<file path="config.mk">
export PLATFORM = sky130hd
export DESIGN_NAME = inter_pred_recon
export DESIGN_NICKNAME = d
export VERILOG_FILES = /design/src/rtl/inter_pred_pkg.sv /design/src/rtl/inter_pred_recon_fifo.sv /design/src/rtl/inter_pred_recon.sv
export SDC_FILE = /design/constraint.sdc
export NUM_CORES = 1
export LEC_CHECK = 0
export BUFFER_PORTS_ARGS = -buffer_cell sky130_fd_sc_hd__buf_2
export CAP_MARGIN = 30
export CORE_MARGIN = 3
export CORE_UTILIZATION = 57
export DETAILED_ROUTE_END_ITERATION = 10
export GPL_ROUTABILITY_DRIVEN = 0
export PLACE_DENSITY = 0.81
export SLEW_MARGIN = 20
export SYNTH_ARGS = -nofsm -noshare
export SYNTH_HDL_FRONTEND = slang
export SYNTH_SLANG_ARGS = --single-unit
</file>
<file path="constraint.sdc">
create_clock -name clk -period 4.81 [get_ports clk]
set_clock_uncertainty 0.2 [all_clocks]
set_input_delay 0.2405 -clock clk [delete_from_list [all_inputs] [get_ports clk]]
set_output_delay 0.2405 -clock clk [all_outputs]
set_load 0.005 [all_outputs]
</file>
<file path="src/rtl/inter_pred_pkg.sv">
// Shared types, constants and pixel helpers for the inter-prediction
// reconstruction stage (prediction RAM bank + residual -> clipped 4x4 blocks).
package inter_pred_pkg;
   localparam int NUM_BLK = 24;
   localparam int PIX_W   = 8;
   localparam int RES_W   = 9;
   localparam int NPIX    = 16;
   localparam int IDX_W   = 5;

   typedef logic [NPIX-1:0][PIX_W-1:0] pix_blk_t;
   typedef logic [NPIX-1:0][RES_W-1:0] res_blk_t;

   typedef struct packed {
      logic [IDX_W-1:0] idx;
      pix_blk_t         pix;
   } recon_ent_t;

   // Position of each linear block address in the prediction FSM's Z-order write sequence.
   localparam logic [IDX_W-1:0] WR_RANK [NUM_BLK] = '{
      5'd0,  5'd1,  5'd4,  5'd5,  5'd2,  5'd3,  5'd6,  5'd7,
      5'd8,  5'd9,  5'd12, 5'd13, 5'd10, 5'd11, 5'd14, 5'd15,
      5'd16, 5'd17, 5'd18, 5'd19, 5'd20, 5'd21, 5'd22, 5'd23};

   function automatic logic [PIX_W-1:0] clip_pix(input logic signed [PIX_W+1:0] s);
      if (s < 0)
         return '0;
      else if (s > 255)
         return '1;
      else
         return s[PIX_W-1:0];
   endfunction
endpackage

</file>
<file path="src/rtl/inter_pred_recon_fifo.sv">
// Two-entry valid/ready FIFO holding reconstructed blocks; flush empties it.
module inter_pred_recon_fifo
   import inter_pred_pkg::*;
(
   input  logic       clk,
   input  logic       rst,
   input  logic       flush,
   input  logic       in_valid,
   input  recon_ent_t in_data,
   output logic       out_valid,
   input  logic       out_ready,
   output recon_ent_t out_data,
   output logic [1:0] count
);
   recon_ent_t mem_q [2];
   recon_ent_t mem_d [2];
   logic       wr_ptr_q, wr_ptr_d;
   logic       rd_ptr_q, rd_ptr_d;
   logic [1:0] cnt_q, cnt_d;
   logic       pop;

   assign out_valid = (cnt_q != 2'd0);
   assign out_data  = mem_q[rd_ptr_q];
   assign count     = cnt_q;
   assign pop       = out_valid & out_ready;

   always_comb begin
      mem_d    = mem_q;
      wr_ptr_d = wr_ptr_q;
      rd_ptr_d = rd_ptr_q;
      cnt_d    = cnt_q;
      if (flush) begin
         wr_ptr_d = 1'b0;
         rd_ptr_d = 1'b0;
         cnt_d    = 2'd0;
      end else begin
         if (in_valid) begin
            mem_d[wr_ptr_q] = in_data;
            wr_ptr_d        = ~wr_ptr_q;
         end
         if (pop)
            rd_ptr_d = ~rd_ptr_q;
         cnt_d = cnt_q + 2'(in_valid) - 2'(pop);
      end
   end

   always_ff @(posedge clk) begin
      if (rst) begin
         mem_q[0] <= '0;
         mem_q[1] <= '0;
         wr_ptr_q <= 1'b0;
         rd_ptr_q <= 1'b0;
         cnt_q    <= 2'd0;
      end else begin
         mem_q    <= mem_d;
         wr_ptr_q <= wr_ptr_d;
         rd_ptr_q <= rd_ptr_d;
         cnt_q    <= cnt_d;
      end
   end
endmodule

</file>
<file path="src/rtl/inter_pred_recon.sv">
// Drains completed prediction blocks in linear order, adds residuals, clips,
// and streams reconstructed 4x4 blocks out over valid/ready.
module inter_pred_recon
   import inter_pred_pkg::*;
(
   input  logic                   clk,
   input  logic                   rst,
   input  logic                   ena,
   input  logic                   start_of_MB,
   input  logic                   blk_wr_done,
   output logic                   out_ram_rd,
   input  logic [16*PIX_W-1:0]    out_ram_rd_data,
   input  logic                   res_valid,
   input  logic [16*RES_W-1:0]    res_data,
   output logic                   res_ready,
   output logic                   recon_valid,
   output logic [16*PIX_W-1:0]    recon_data,
   output logic [IDX_W-1:0]       recon_blk_idx,
   input  logic                   recon_ready,
   output logic                   mb_done
);
   logic [IDX_W-1:0] rd_addr_q, rd_addr_d;
   logic [IDX_W-1:0] wr_cnt_q, wr_cnt_d;
   logic [IDX_W-1:0] blk_q, blk_d;
   logic             inflight_q, inflight_d;
   res_blk_t         res_q, res_d;
   logic             mb_done_q, mb_done_d;

   pix_blk_t         ram_pix;
   recon_ent_t       fifo_in, fifo_out;
   logic             fifo_push, fifo_pop, fifo_valid;
   logic [1:0]       fifo_cnt;
   logic [IDX_W-1:0] rank;
   logic             avail, issue;
   logic [2:0]       occ;

   assign ram_pix = out_ram_rd_data;

   // rank stays at NUM_BLK once the MB is drained, so nothing is ever available.
   always_comb begin
      rank = IDX_W'(NUM_BLK);
      for (int i = 0; i < NUM_BLK; i++)
         if (rd_addr_q == IDX_W'(i)) rank = WR_RANK[i];
   end

   assign avail    = (wr_cnt_q > rank);
   assign fifo_pop = fifo_valid & recon_ready;
   // Counting the same-cycle pop as a freed slot is what allows 1 block/cycle.
   assign occ      = 3'(fifo_cnt) + 3'(inflight_q) - 3'(fifo_pop);
   assign issue    = !rst && ena && !start_of_MB && avail && res_valid && (occ < 3'd2);

   assign out_ram_rd = issue;
   assign res_ready  = issue;
   assign fifo_push  = inflight_q & ~start_of_MB;

   always_comb begin
      fifo_in     = '0;
      fifo_in.idx = blk_q;
      for (int i = 0; i < NPIX; i++)
         fifo_in.pix[i] = clip_pix({2'b00, ram_pix[i]} + {res_q[i][RES_W-1], res_q[i]});
   end

   always_comb begin
      rd_addr_d  = rd_addr_q;
      wr_cnt_d   = wr_cnt_q;
      inflight_d = issue;
      res_d      = issue ? res_blk_t'(res_data) : res_q;
      blk_d      = issue ? rd_addr_q : blk_q;
      mb_done_d  = fifo_pop && (fifo_out.idx == IDX_W'(NUM_BLK-1));
      if (start_of_MB) begin
         rd_addr_d  = '0;
         wr_cnt_d   = IDX_W'(blk_wr_done);
         inflight_d = 1'b0;
      end else begin
         if (issue)
            rd_addr_d = rd_addr_q + 1'b1;
         if (blk_wr_done && (wr_cnt_q < IDX_W'(NUM_BLK)))
            wr_cnt_d = wr_cnt_q + 1'b1;
      end
   end

   always_ff @(posedge clk) begin
      if (rst) begin
         rd_addr_q  <= '0;
         wr_cnt_q   <= '0;
         blk_q      <= '0;
         inflight_q <= 1'b0;
         res_q      <= '0;
         mb_done_q  <= 1'b0;
      end else begin
         rd_addr_q  <= rd_addr_d;
         wr_cnt_q   <= wr_cnt_d;
         blk_q      <= blk_d;
         inflight_q <= inflight_d;
         res_q      <= res_d;
         mb_done_q  <= mb_done_d;
      end
   end

   inter_pred_recon_fifo u_fifo (
      .clk       (clk),
      .rst       (rst),
      .flush     (start_of_MB),
      .in_valid  (fifo_push),
      .in_data   (fifo_in),
      .out_valid (fifo_valid),
      .out_ready (recon_ready),
      .out_data  (fifo_out),
      .count     (fifo_cnt)
   );

   assign recon_valid   = fifo_valid;
   assign recon_data    = fifo_out.pix;
   assign recon_blk_idx = fifo_out.idx;
   assign mb_done       = mb_done_q;
endmodule

</file>
# ---- Word level (Yosys, flattened, before mapping)
# Index checks and enable logic that the tools add are counted.
dict set report word_totals {
  word_cells 229
  output_inout_bits 137
  regBits 431
  in_bits 279
}
dict set report op_classes {
  n_reduce_logical 15
  n_mux 64
  n_lt_le_gt_ge 38
  n_bitwise 7
  addsub 22
  n_eq_ne 24
}
# cell n
set ops {}
lappend ops {{133-bit 2-to-1 mux} 4}
lappend ops {{266-bit bitwise mux} 1}
lappend ops {{8-bit 2-to-1 mux} 32}
lappend ops {{9-bit by 9-bit adder with 10-bit output} 16}
lappend ops {{10-bit by 9-bit > comparator with 1-bit output (second input constant)} 16}
lappend ops {{10-bit by 1-bit less-than comparator with 1-bit output (second input constant)} 16}
lappend ops {{133-bit demux with 1-bit select} 1}
lappend ops {{5-bit 2-to-1 mux} 24}
lappend ops {{5-bit equality test (second input constant)} 9}
lappend ops {{5-bit by 4-bit equality test with 1-bit output (second input constant)} 8}
lappend ops {{5-bit by 3-bit equality test with 1-bit output (second input constant)} 4}
lappend ops {{5-bit by 1-bit adder with 5-bit output (second input constant)} 2}
lappend ops {{5-bit by 2-bit equality test with 1-bit output (second input constant)} 2}
lappend ops {{1-bit logical AND} 8}
lappend ops {{5-bit by 1-bit equality test with 1-bit output (second input constant)} 1}
lappend ops {{5-bit > comparator} 1}
lappend ops {{5-bit zero test} 1}
lappend ops {{5-bit less-than comparator (second input constant)} 1}
lappend ops {{2-bit greater-or-equal comparator (second input constant)} 2}
lappend ops {{1-bit NOT with 2-bit output} 2}
lappend ops {{2-bit nonzero test} 2}
lappend ops {{2-bit by 1-bit adder with 3-bit output} 1}
lappend ops {{3-bit by 2-bit less-than comparator with 1-bit output (second input constant)} 1}
lappend ops {{1-bit NOT} 3}
lappend ops {{9 further kinds} 12}

# ---- Longest topological paths before layout
dict set report depth {
  depth_word 29
  ltp_mapped 18
  ltp_nobuf 16
}

# ---- Modules after synthesis
# Synthesis repeated with hierarchy kept, for this count alone.
dict set report unflattened {
  cells_unflattened 3190
  hier_area_um2 27069.7
}
# mod seq_area_each_um2 cells_per_inst area_per_inst_um2 instances
set by_module_without_submodules {}
lappend by_module_without_submodules {inter_pred_recon 3223.1 2013 14410.1 1}
lappend by_module_without_submodules {inter_pred_recon_fifo 5405.2 1177 12659.6 1}

# ---- Worst setup path before layout
# Ideal clock, no wire load.
dict set report synth_path {
  kind {register to register}
  startpoint {reg rd_addr_q[0]}
  endpoint {reg res_q[0] (netlist bit)}
  setup_time_ps 123
  path_slack_ps 1208
  path_buffers 2
  stages_incl_launch_ff 17
  t_arrival_ps 3279
  path_cell_list {dfxtp_1 -> inv_1 -> ha_1 -> or3_1 -> a21oi_1 -> nor3b_1 -> o21ai_0 -> and2_1 -> ha_1 -> nor2b_1 -> o21a_1 -> o21a_1 -> o21a_1 -> o211ai_2 -> buf_2 -> buf_2 -> mux2_1}
}
dict set report synth_between {
  elab_chain_cells 29
}
# item line
set synth_lines {}
lappend synth_lines {{start: declaration} inter_pred_recon.sv:22} ;# logic [IDX_W-1:0] rd_addr_q, rd_addr_d;
lappend synth_lines {{start signal: assignment} inter_pred_recon.sv:91} ;# rd_addr_q <= rd_addr_d;
lappend synth_lines {{5-bit zero test} inter_pred_recon.sv:43} ;# if (rd_addr_q == IDX_W'(i)) rank = WR_RANK[i];
lappend synth_lines {{5-bit 2-to-1 mux (23 in series)} inter_pred_recon.sv:43}
lappend synth_lines {{5-bit 2-to-1 mux (*)} inter_pred_recon.sv:43}
lappend synth_lines {{5-bit > comparator (*)} inter_pred_recon.sv:46} ;# assign avail = (wr_cnt_q > rank);
lappend synth_lines {{1-bit logical AND (*) (3 in series)} inter_pred_recon.sv:50} ;# assign issue = !rst && ena && !start_of_MB && avail && res_valid && (occ < 3'd2);
lappend synth_lines {{end signal: assignment} inter_pred_recon.sv:95} ;# res_q <= res_d;
lappend synth_lines {{end: declaration} inter_pred_recon.sv:26} ;# res_blk_t res_q, res_d;
# Every way passes the cells marked *; elsewhere a longest branch is shown, timed or not.
# A chain may end at the register's enable or synchronous reset.

# ---- Worst setup path after layout
dict set report layout_path {
  startpoint {reg rd_addr_q[0]}
  endpoint {out res_ready}
}
dict set report layout_between {
  elab_chain_cells 29
}
# item line
set layout_lines {}
lappend layout_lines {{5-bit zero test} inter_pred_recon.sv:43}
lappend layout_lines {{5-bit 2-to-1 mux (23 in series)} inter_pred_recon.sv:43}
lappend layout_lines {{5-bit 2-to-1 mux (*)} inter_pred_recon.sv:43}
lappend layout_lines {{5-bit > comparator (*)} inter_pred_recon.sv:46}
lappend layout_lines {{1-bit logical AND (*) (3 in series)} inter_pred_recon.sv:50}
lappend layout_lines {{end: declaration} inter_pred_recon.sv:15} ;# output logic res_ready,
# Marks and branches as above.

==> flow_metrics.tcl <==
set metrics [dict create \
    cts_root_buf "clkbuf_16" \
    start_util 0.5833 \
    die_w_um 211.6 \
    clkSinkCount 431 \
    tns_ps 0 \
    via_per_inst 6.236 \
    end_kind "output pin" \
    grt_pass1_vias 22880 \
    wirelength_um 76580 \
    irDropWorstVdd_uv 222.8 \
    layout_commonest_cell "dfxtp_1" \
    portBuffers 415 \
    fmax_ghz 0.2220 \
    io_pins 416 \
    yosysUniqueCellTypes 80 \
    whs_ps 36.44 \
    placementRows 74 \
    dpl_cell_area_um2 26560 \
    wl_per_cell_um 21.19 \
    chipHeight_um 211.6 \
    synthCells 2483 \
    nNetsFinal 3473 \
    seq_area_frac_synth 0.3582 \
    crit_path_max_fanout 16 \
    htree_levels 2 \
    dr.first_iter.drc_count 1936 \
    rsz0062_at_grt "no" \
    async_flop_share 0 \
    grt_remaining_overflow 0 \
    slew_violations 0 \
    dieArea_um2 44760 \
    cp-start-kind "flip-flop" \
    core_area_um2 41290 \
    vias 22530 \
    multi_input_area_um2 14850 \
    synth_warnings 0 \
    grt_pass1_wl_um 120300 \
    status "completed" \
    fin_crit_sh 0.9364 \
    hold_path.class "in2reg" \
    setup_viol 0 \
    drc 0 \
    worst-slew-pin-transition_ps 966.8 \
    power_density_nw_per_um2 288.1 \
    hold_viol_final 0 \
    grt_usage 0.3302 \
    clkSlewWorstSetupHoldPaths_ps 60 \
    synth-main-ff-cell "dfxtp_1" \
    period_needed_ps 4504 \
    worstPathRequired_ps 4370 \
    drive_above_1_share 0.2464 \
    worstSetupPathType "reg2out" \
    final_design_area_no_fill_um2 30180 \
    yosys_register_bits 431 \
    syn2layout_area_growth_pct 25.32 \
    synth_area_per_cell_um2 9.700 \
    dr.pass1.iters 8 \
    leakage_nw 13.72 \
    drv_cap 0 \
    n_fill_cell 2810 \
    syn_area_um2 24090 \
    grt_max_degree 101 \
    post_cts_buffers 0 \
    dp_hpwl_um 50420 \
    final_cell_mix "dfxtp_1 (430), buf_2 (414), mux2_2 (186), dlygate4sd3_1 (178), nand2_1 (147)" \
    syn-num-nets 2921 \
    synth_top_cell_area_share 0.3582 \
    cts.path.max_buffers 3 \
    cts_made_buffers 48 \
    antenna_found_initial 6 \
    slew_headroom 0.3539 \
    cp.arrival_ps 4060 \
    synth_edf_count 0 \
    sequential_cell_area_um2 8632 \
    insertion_delay_ps 580 \
    netlist_top_cells_area "dfxtp_1 (36%), mux2_2 (8.7%), ha_1 (7.4%)" \
    cts_tree "yes" \
    ctsResizeCount 0 \
    yosys.area.top_type "dfxtp_1" \
    drtAntennaViolNets 0 \
]
## path summary, 6_finish.rpt
kind | from | to | slack [ps] | cells after the start
max | rd_addr_q[0] | res_ready | 310 | 15
min | ena | rd_addr_q[3] | 40 | 5
max reg2reg | rd_addr_q[0] | res_q[23] | 630 | 15
min reg2reg | u_fifo.mem_q[7] | u_fifo.mem_q[7] | 230 | 2
## flip-flops by register name, summed over array words and instances, names as in the netlist, 2 cells and up
register and flops:
res_q 144, wr_cnt_q 5, blk_q 5, u_fifo.count 2
rd_addr_q 5, u_fifo.mem_q 266
## cell usage after synthesis, types with 11 or more instances
library cell and n:
a211o_1 24, a211oi_1 29, a21o_1 39, a21oi_1 120, a221o_1 135, a22o_1 17
a41oi_1 13, and3_1 11, buf_2 24, clkbuf_1 77, dfxtp_1 431, fa_1 17
ha_1 142, inv_1 45, mux2_1 74, mux2_2 186, mux2i_1 31, nand2_1 147
nand2b_1 79, nor2_1 129, nor2b_1 144, nor3_1 34, nor4_1 14, o211ai_1 13
o21a_1 41, o21ai_0 142, o21ai_1 19, o21bai_1 36, o2bb2ai_1 12, or3_1 16
xnor2_1 61, xor2_1 30
## metal layers
| metal | routed length (um) | share of wire | global-route usage |
|---|---|---|---|
| met5 | 26 | 0.00034 | 0 |
| met4 | 3942 | 0.051 | 0.1577 |
| met3 | 5930 | 0.077 | 0.06713 |
| met2 | 35500 | 0.46 | 0.5462 |
| met1 | 31170 | 0.41 | 0.4144 |
## final cells by class
| type | instances | share of cell area |
|---|---|---|
| repair buffers | 613 | 0.1334 |
| multi-input cells | 1895 | 0.4919 |
| well taps | 532 | 0.02205 |
| inverters | 46 | 0.005720 |
| diodes | 9 | 0.0007461 |
| clock buffers | 61 | 0.04614 |
| flip-flops and latches | 431 | 0.2860 |
| clock inverters | 26 | 0.01401 |
## what timing repair did
item | in CTS | in global routing
endpoints found under the setup margin | 0 | 0
hold buffers | 178 | 0
endpoints found under the hold margin | 208 | 0
## where the power goes
| group | switching, mW | internal [mW] | leakage (nW) |
|---|---|---|---|
| Combinational | 0.460 | 0.409 | 9.35 |
| Clock | 1.56 | 2.64 | 0.889 |
| Sequential | 0.0252 | 3.60 | 3.47 |
## cells by family after synthesis
| group | synth area share |
|---|---|
| simple gates | 0.1341 |
| buf+inv | 0.02696 |
| flops | 0.3582 |
| fa+ha+maj | 0.08790 |
| mux | 0.1344 |
| compound gates | 0.2253 |
| xor+xnor | 0.03309 |
## metrics by stage
stage | cells | power (mW) | utilization | worst slack, ps
after floorplan | 2483 | 4.148 | - | 1208
after global placement | 3339 | 4.396 | 0.6433 | 837.6
after detailed placement | 3339 | 4.422 | 0.6433 | 703.9
after CTS | 3604 | 8.690 | 0.7304 | 308.4
after global routing | 3606 | 8.950 | 0.7305 | 76.94
final | 3613 | 8.695 | 0.7309 | 306.1
## worst max-delay path, cell delays in order (launching register included)
cell	delay [ps]
dfxtp_1	410
inv_1	110
ha_1	260
or3_1	420
a21oi_1	140
nor3b_1	60
o21ai_0	160
and2_1	160
ha_1	230
nor2b_1	130
o21a_1	160
o21a_1	170
o21a_1	220
o211ai_4	270
inv_2	330
buf_2	240
No activity file was read; power rests on OpenSTA's default activity.
